[config.mk]
export PLATFORM = sky130hd
export DESIGN_NAME = snn_timestep_scheduler
export DESIGN_NICKNAME = d
export VERILOG_FILES = /design/src/rtl/snn_timestep_scheduler.sv
export SDC_FILE = /design/constraint.sdc
export NUM_CORES = 1
export LEC_CHECK = 0
export CORE_ASPECT_RATIO = 0.75
export CORE_UTILIZATION = 45
export CTS_CLUSTER_DIAMETER = 40
export CTS_CLUSTER_SIZE = 16
export DETAILED_ROUTE_END_ITERATION = 8
export PLACE_DENSITY = 0.77
export SLEW_MARGIN = 0
export SYNTH_ARGS = -nofsm -noshare
export SYNTH_HDL_FRONTEND = slang
export SYNTH_SLANG_ARGS = --single-unit
[constraint.sdc]
create_clock -name clk -period 1.37 [get_ports clk]
set_clock_uncertainty 0.1 [all_clocks]
set_input_delay 0.2055 -clock clk [delete_from_list [all_inputs] [get_ports clk]]
set_output_delay 0.2055 -clock clk [all_outputs]
set_load 0.05 [all_outputs]
[src/rtl/snn_timestep_scheduler.sv]
// SNN timestep scheduler: clear, per-step start, completion join, done pulse.
// Optional per-step watchdog enabled by SNN_STEP_TIMEOUT_EN.
module snn_timestep_scheduler #(
  parameter int NUM_STEPS      = 20,
  parameter int STEP_W         = 5,
  parameter int CLEAR_CYCLES   = 4,
  parameter int TIMEOUT_CYCLES = 4096
) (
  input  logic              clk,
  input  logic              rst_n,
  input  logic              pre_processing_done,
  input  logic              abort,
  output logic              step_start,
  input  logic              current_step_finished,
  input  logic              layer_done,
  output logic              neuron_clear,
  output logic [STEP_W-1:0] timestep,
  output logic              busy,
  output logic              inference_done,
  output logic              overrun,
  output logic              timeout_err
);

  typedef enum logic [2:0] {
    S_IDLE,
    S_CLEAR,
    S_START,
    S_WAIT,
    S_DONE
  } state_e;

  localparam int CLR_W =
    (CLEAR_CYCLES > 1) ? $clog2(CLEAR_CYCLES) : 1;
  localparam logic [CLR_W-1:0] CLR_LAST =
    CLR_W'(CLEAR_CYCLES - 1);
  localparam logic [STEP_W-1:0] STEP_LAST =
    STEP_W'(NUM_STEPS - 1);

  if (NUM_STEPS < 1 || NUM_STEPS > (1 << STEP_W) ||
      CLEAR_CYCLES < 1 || TIMEOUT_CYCLES < 1) begin : g_bad_cfg
    $error("snn_timestep_scheduler: illegal parameters");
  end

  state_e            state_q;
  logic [CLR_W-1:0]  clr_q;
  logic [STEP_W-1:0] ts_q;
  logic              gen_f_q;
  logic              lay_f_q;
  logic              ss_q;
  logic              nc_q;
  logic              busy_q;
  logic              done_q;
  logic              ovr_q;

  logic gen_d;
  logic lay_d;
  logic both_d;
  logic to_hit;
  logic kill;

  // Completion joins the sticky flag with the pulse arriving this cycle.
  assign gen_d  = gen_f_q | current_step_finished;
  assign lay_d  = lay_f_q | layer_done;
  assign both_d = gen_d & lay_d;
  assign kill   = (abort | to_hit) & (state_q != S_IDLE);

`ifdef SNN_STEP_TIMEOUT_EN
  localparam int TO_W = $clog2(TIMEOUT_CYCLES + 1);
  localparam logic [TO_W-1:0] TO_LAST =
    TO_W'(TIMEOUT_CYCLES - 1);

  logic [TO_W-1:0] to_cnt_q;
  logic            to_err_q;

  assign to_hit = (state_q == S_WAIT) & ~both_d &
                  (to_cnt_q == TO_LAST);

  always_ff @(posedge clk or negedge rst_n) begin
    if (!rst_n) begin
      to_cnt_q <= '0;
      to_err_q <= 1'b0;
    end else begin
      if (state_q == S_START)
        to_cnt_q <= '0;
      else if (state_q == S_WAIT)
        to_cnt_q <= to_cnt_q + TO_W'(1);
      if (to_hit)
        to_err_q <= 1'b1;
      else if (state_q == S_IDLE && pre_processing_done && !abort)
        to_err_q <= 1'b0;
    end
  end

  assign timeout_err = to_err_q;
`else
  assign to_hit      = 1'b0;
  assign timeout_err = 1'b0;
`endif

  always_ff @(posedge clk or negedge rst_n) begin
    if (!rst_n) begin
      state_q <= S_IDLE;
      clr_q   <= '0;
      ts_q    <= '0;
      gen_f_q <= 1'b0;
      lay_f_q <= 1'b0;
      ss_q    <= 1'b0;
      nc_q    <= 1'b0;
      busy_q  <= 1'b0;
      done_q  <= 1'b0;
      ovr_q   <= 1'b0;
    end else begin
      ss_q   <= 1'b0;
      done_q <= 1'b0;
      if (pre_processing_done && state_q != S_IDLE)
        ovr_q <= 1'b1;
      if (kill) begin
        state_q <= S_IDLE;
        clr_q   <= '0;
        ts_q    <= '0;
        gen_f_q <= 1'b0;
        lay_f_q <= 1'b0;
        nc_q    <= 1'b0;
        busy_q  <= 1'b0;
      end else begin
        unique case (state_q)
          S_IDLE: begin
            ts_q <= '0;
            if (pre_processing_done && !abort) begin
              state_q <= S_CLEAR;
              clr_q   <= '0;
              nc_q    <= 1'b1;
              busy_q  <= 1'b1;
              ovr_q   <= 1'b0;
            end
          end
          S_CLEAR: begin
            if (clr_q == CLR_LAST) begin
              state_q <= S_START;
              nc_q    <= 1'b0;
              ss_q    <= 1'b1;
            end else begin
              clr_q <= clr_q + CLR_W'(1);
            end
          end
          S_START: begin
            state_q <= S_WAIT;
            gen_f_q <= 1'b0;
            lay_f_q <= 1'b0;
          end
          S_WAIT: begin
            gen_f_q <= gen_d;
            lay_f_q <= lay_d;
            if (both_d) begin
              if (ts_q == STEP_LAST) begin
                state_q <= S_DONE;
                done_q  <= 1'b1;
              end else begin
                state_q <= S_START;
                ts_q    <= ts_q + STEP_W'(1);
                ss_q    <= 1'b1;
              end
            end
          end
          S_DONE: begin
            state_q <= S_IDLE;
            busy_q  <= 1'b0;
            ts_q    <= '0;
          end
          default: state_q <= S_IDLE;
        endcase
      end
    end
  end

  assign step_start     = ss_q;
  assign neuron_clear   = nc_q;
  assign timestep       = ts_q;
  assign busy           = busy_q;
  assign inference_done = done_q;
  assign overrun        = ovr_q;

endmodule
==> flow_metrics.env, run 1 <==
export IMPL_grt_pass1_wl_microns=4540
export IMPL_final_common_cell="buf_4"
export IMPL_arrival_ns=1.70
export IMPL_path_delay_family="simple AND/OR/NAND/NOR gates"
export IMPL_rsz0062_at_grt="true"
export IMPL_critPathMaxFanout=4
export IMPL_status="finished with violations"
export IMPL_worst_slack_ns=-0.2432
export IMPL_cts_tree="built"
export IMPL_critPathLaunchType="flip-flop"
export IMPL_vdd_ir_drop_max_v=0.0008537
export IMPL_seq_area_frac_synth_pct=45.70
export IMPL_power_density_mw_per_mm2=829.3
export IMPL_critPathKind="reg2reg"
export IMPL_grt_start_max_net_pins=18
export IMPL_hold_viol_final=0
export IMPL_wire_per_inst_microns=19.23
export IMPL_avgSynthCellArea_sq_um=9.038
export IMPL_gp_congestion=0.8355
export IMPL_drt_pass1_iterations=5
export IMPL_drv_cap=0
export IMPL_final_cell_mix="35 x buf_4, 16 x nand2_1, 11 x dfrtp_1"
export IMPL_grt_antenna_before_repair=0
export IMPL_power_frac_comb_pct=34.3
export IMPL_placementRows=13
export IMPL_n_antenna_cell=0
export IMPL_critical_path_buf_inv_count=0
export IMPL_ff_latch_area_sq_um=432.9
export IMPL_grt_pass1_vias=975
export IMPL_hpwl_microns=2196
export IMPL_clkSlewWorstSetupHoldPaths_ns=0.10
export IMPL_min_period_ns=1.613
export IMPL_clock_fmax_ghz=0.6199
export IMPL_drv_slew=0
export IMPL_routed_wirelength_microns=3366
export IMPL_die_h_microns=41.39
export IMPL_via_count=1010
export IMPL_drive_gt1_share_pct=48.37
export IMPL_syn_area_sq_um=930.9
export IMPL_endpoint_kind="flip-flop"
export IMPL_initial_core_util_pct=50.65
export IMPL_final_antenna_net_count=0
export IMPL_fp_dieW_microns=54.52
export IMPL_fin_tns_setup_ns=-1.285
export IMPL_drc_errors=0
export IMPL_switching_share_pct=33.20
export IMPL_p_int_w=0.0008727
export IMPL_gr_total_overflow=0
export IMPL_numCtsBuffers=3
export IMPL_io_pins=17
export IMPL_clk_path_buf_depth=2
export IMPL_die_area_sq_mm=0.002257
export IMPL_htree_levels=1
export IMPL_fin_nets=162
export IMPL_setup_viol=11
export IMPL_p_leak_nw=0.6984
export IMPL_synth_warnings=0
export IMPL_syn_nets=111
export IMPL_critPathMaxStageDelay_ns=0.44
export IMPL_async_flop_share_pct=100.0
export IMPL_ys_ff_latch=17
export IMPL_via_per_inst=5.771
export IMPL_synth_area_leader_cell="dfrtp_1"
export IMPL_p_seq_share_pct=44.8
export IMPL_period_share_pct=117.8
export IMPL_clock_latency_ns=0.29
export IMPL_ys_types=30
export IMPL_cpMaxStageDelayCell="dfrtp_2"
export IMPL_synth_top_area_share_pct=45.70
export IMPL_area_delta_synth_final_pct=69.22
export IMPL_p_sw_w=0.0004337
export IMPL_synth_main_ff_cell="dfrtp_1"
export IMPL_track_usage_pct=30.82
export IMPL_coreArea_sq_mm=0.001838
export IMPL_portBuffers=15
export IMPL_fillCellCount=98
export IMPL_clock_sinks=17
export IMPL_cp_required_ns=1.45
export IMPL_violations="setup timing"
export IMPL_min_delay_path_class="in2async"
export IMPL_p_clk_share_pct=20.9
export IMPL_cts_root_buf="clkbuf_4"
export IMPL_yosys_top_cells_area="dfrtp_1 46%, nand2_1 6.9%, o21ai_0 5.4%, nor2_1 4.8%, nor3_1 3.2%"
export IMPL_drtIter0Drc=53
export IMPL_reg2reg_setup_slack_ns=-0.24
export IMPL_postLayoutCoreUtil_pct=85.70
export IMPL_crit_path_cell_trace="ha_4 > and4bb_2 > nor4_4 > nand2_1 > mux2i_1"
export IMPL_multi_input_area_sq_um=543.0
export IMPL_synth_cells=103
export IMPL_p_total_w=0.001306
export IMPL_synth_edf_count=0
==> sequential cells by signal, indices dropped and copies added (netlist names) <==
signal / flops
busy: 1
clr_q: 2
gen_f_q: 1
inference_done: 1
lay_f_q: 1
neuron_clear: 1
overrun: 1
state_q: 3
step_start: 1
timestep: 5
==> layout make-up <==
type / instances / area share [%]
Tap cell: 22 / 1.747
Inverter: 5 / 1.191
Sequential cell: 17 / 27.48
Clock buffer: 4 / 1.668
Timing Repair Buffer: 51 / 33.44
Multi-Input combinational cell: 76 / 34.47
==> cell usage after synthesis (2+ instances only) <==
cell,count
dfrtp_1,17
nand2_1,17
nor2_1,12
o21ai_0,10
nor3_1,6
inv_1,5
a32oi_1,3
nand3_1,3
xnor2_1,3
buf_2,2
buf_4,2
ha_1,2
mux2i_1,2
o31ai_1,2
or3_1,2
==> cells by family (layout without fill, tap and decap cells) <==
| kind of cell | count (synthesis) | after routing | share of synthesized area, % |
|---|---|---|---|
| adder cells (fa/ha/maj) | 2 | 2 | 2.688 |
| buffers and inverters | 10 | 60 | 5.914 |
| flip-flops | 17 | 17 | 45.70 |
| AND/OR/NAND/NOR | 47 | 47 | 25.14 |
| XOR/XNOR | 3 | 3 | 2.823 |
| other | 1 | 1 | 0.4028 |
| multiplexers | 2 | 2 | 2.151 |
| AO/OA/AOI/OAI | 21 | 21 | 15.19 |
==> path summary, 6_finish.rpt <==
check                                 start           to  cells after the start
worst max-delay path            timestep[0]  timestep[2]                      5
worst min register to register      overrun      overrun                      2
worst min-delay path                  rst_n   step_start                      2
max in group asynchronous             rst_n  timestep[2]                      2
min in group clk                      abort   state_q[2]                      4
worst max register to register  timestep[0]  timestep[2]                      5
==> stage by stage <==
step	hold WS, ns	instances	cell area, sq um	worst slack, ns
after global routing	0.1742	175	1575	-0.2660
final	0.1229	175	1575	-0.2432
after detailed placement	0.4467	165	1426	-0.3604
after floorplan	-0.1901	103	959.7	-0.2492
after global placement	0.4130	165	1426	-0.2384
after CTS	0.1250	172	1501	-0.2347
==> power by group through the flow <==
stage | Clock [W] | Sequential, W | Combinational (W)
after floorplan | 0 | 0.000634 | 0.000117
after global placement | 0 | 0.000585 | 0.000355
after detailed placement | 0 | 0.000590 | 0.000374
after CTS | 0.000279 | 0.000580 | 0.000392
after global routing | 0.000291 | 0.000592 | 0.000475
final | 0.000274 | 0.000585 | 0.000448
==> routing by layer <==
| layer | part of all wire [%] | GRT usage, % | up-vias |
|---|---|---|---|
| met1 | 39 | 36.00 | 479 |
| met5 | 0 | 0 | - |
| met4 | 1.8 | 13.46 | 0 |
| li1 | - | - | 463 |
| met2 | 53 | 54.57 | 58 |
| met3 | 6.7 | 7.971 | 10 |
==> what timing repair did <==
item                                    4_1_cts  5_1_grt
hold buffers                                  0        0
pin swaps                                     2        4
endpoints found under the setup margin       13       16
buffers inserted                              3        4
gates resized for setup                       9       15
Note: power is estimated with default switching activity, not from simulation.
==> inputs of run 2 (changes only) <==
--- a/config.mk
+++ b/config.mk
@@ -8,7 +8,7 @@
 export CORE_ASPECT_RATIO = 0.75
 export CORE_UTILIZATION = 45
 export CTS_CLUSTER_DIAMETER = 40
-export CTS_CLUSTER_SIZE = 16
+export CTS_CLUSTER_SIZE = 8
 export DETAILED_ROUTE_END_ITERATION = 8
 export PLACE_DENSITY = 0.77
 export SLEW_MARGIN = 0
==> results of run 2 <==
Same layout as run 1: the final DEF is identical, and so are final timing and power.
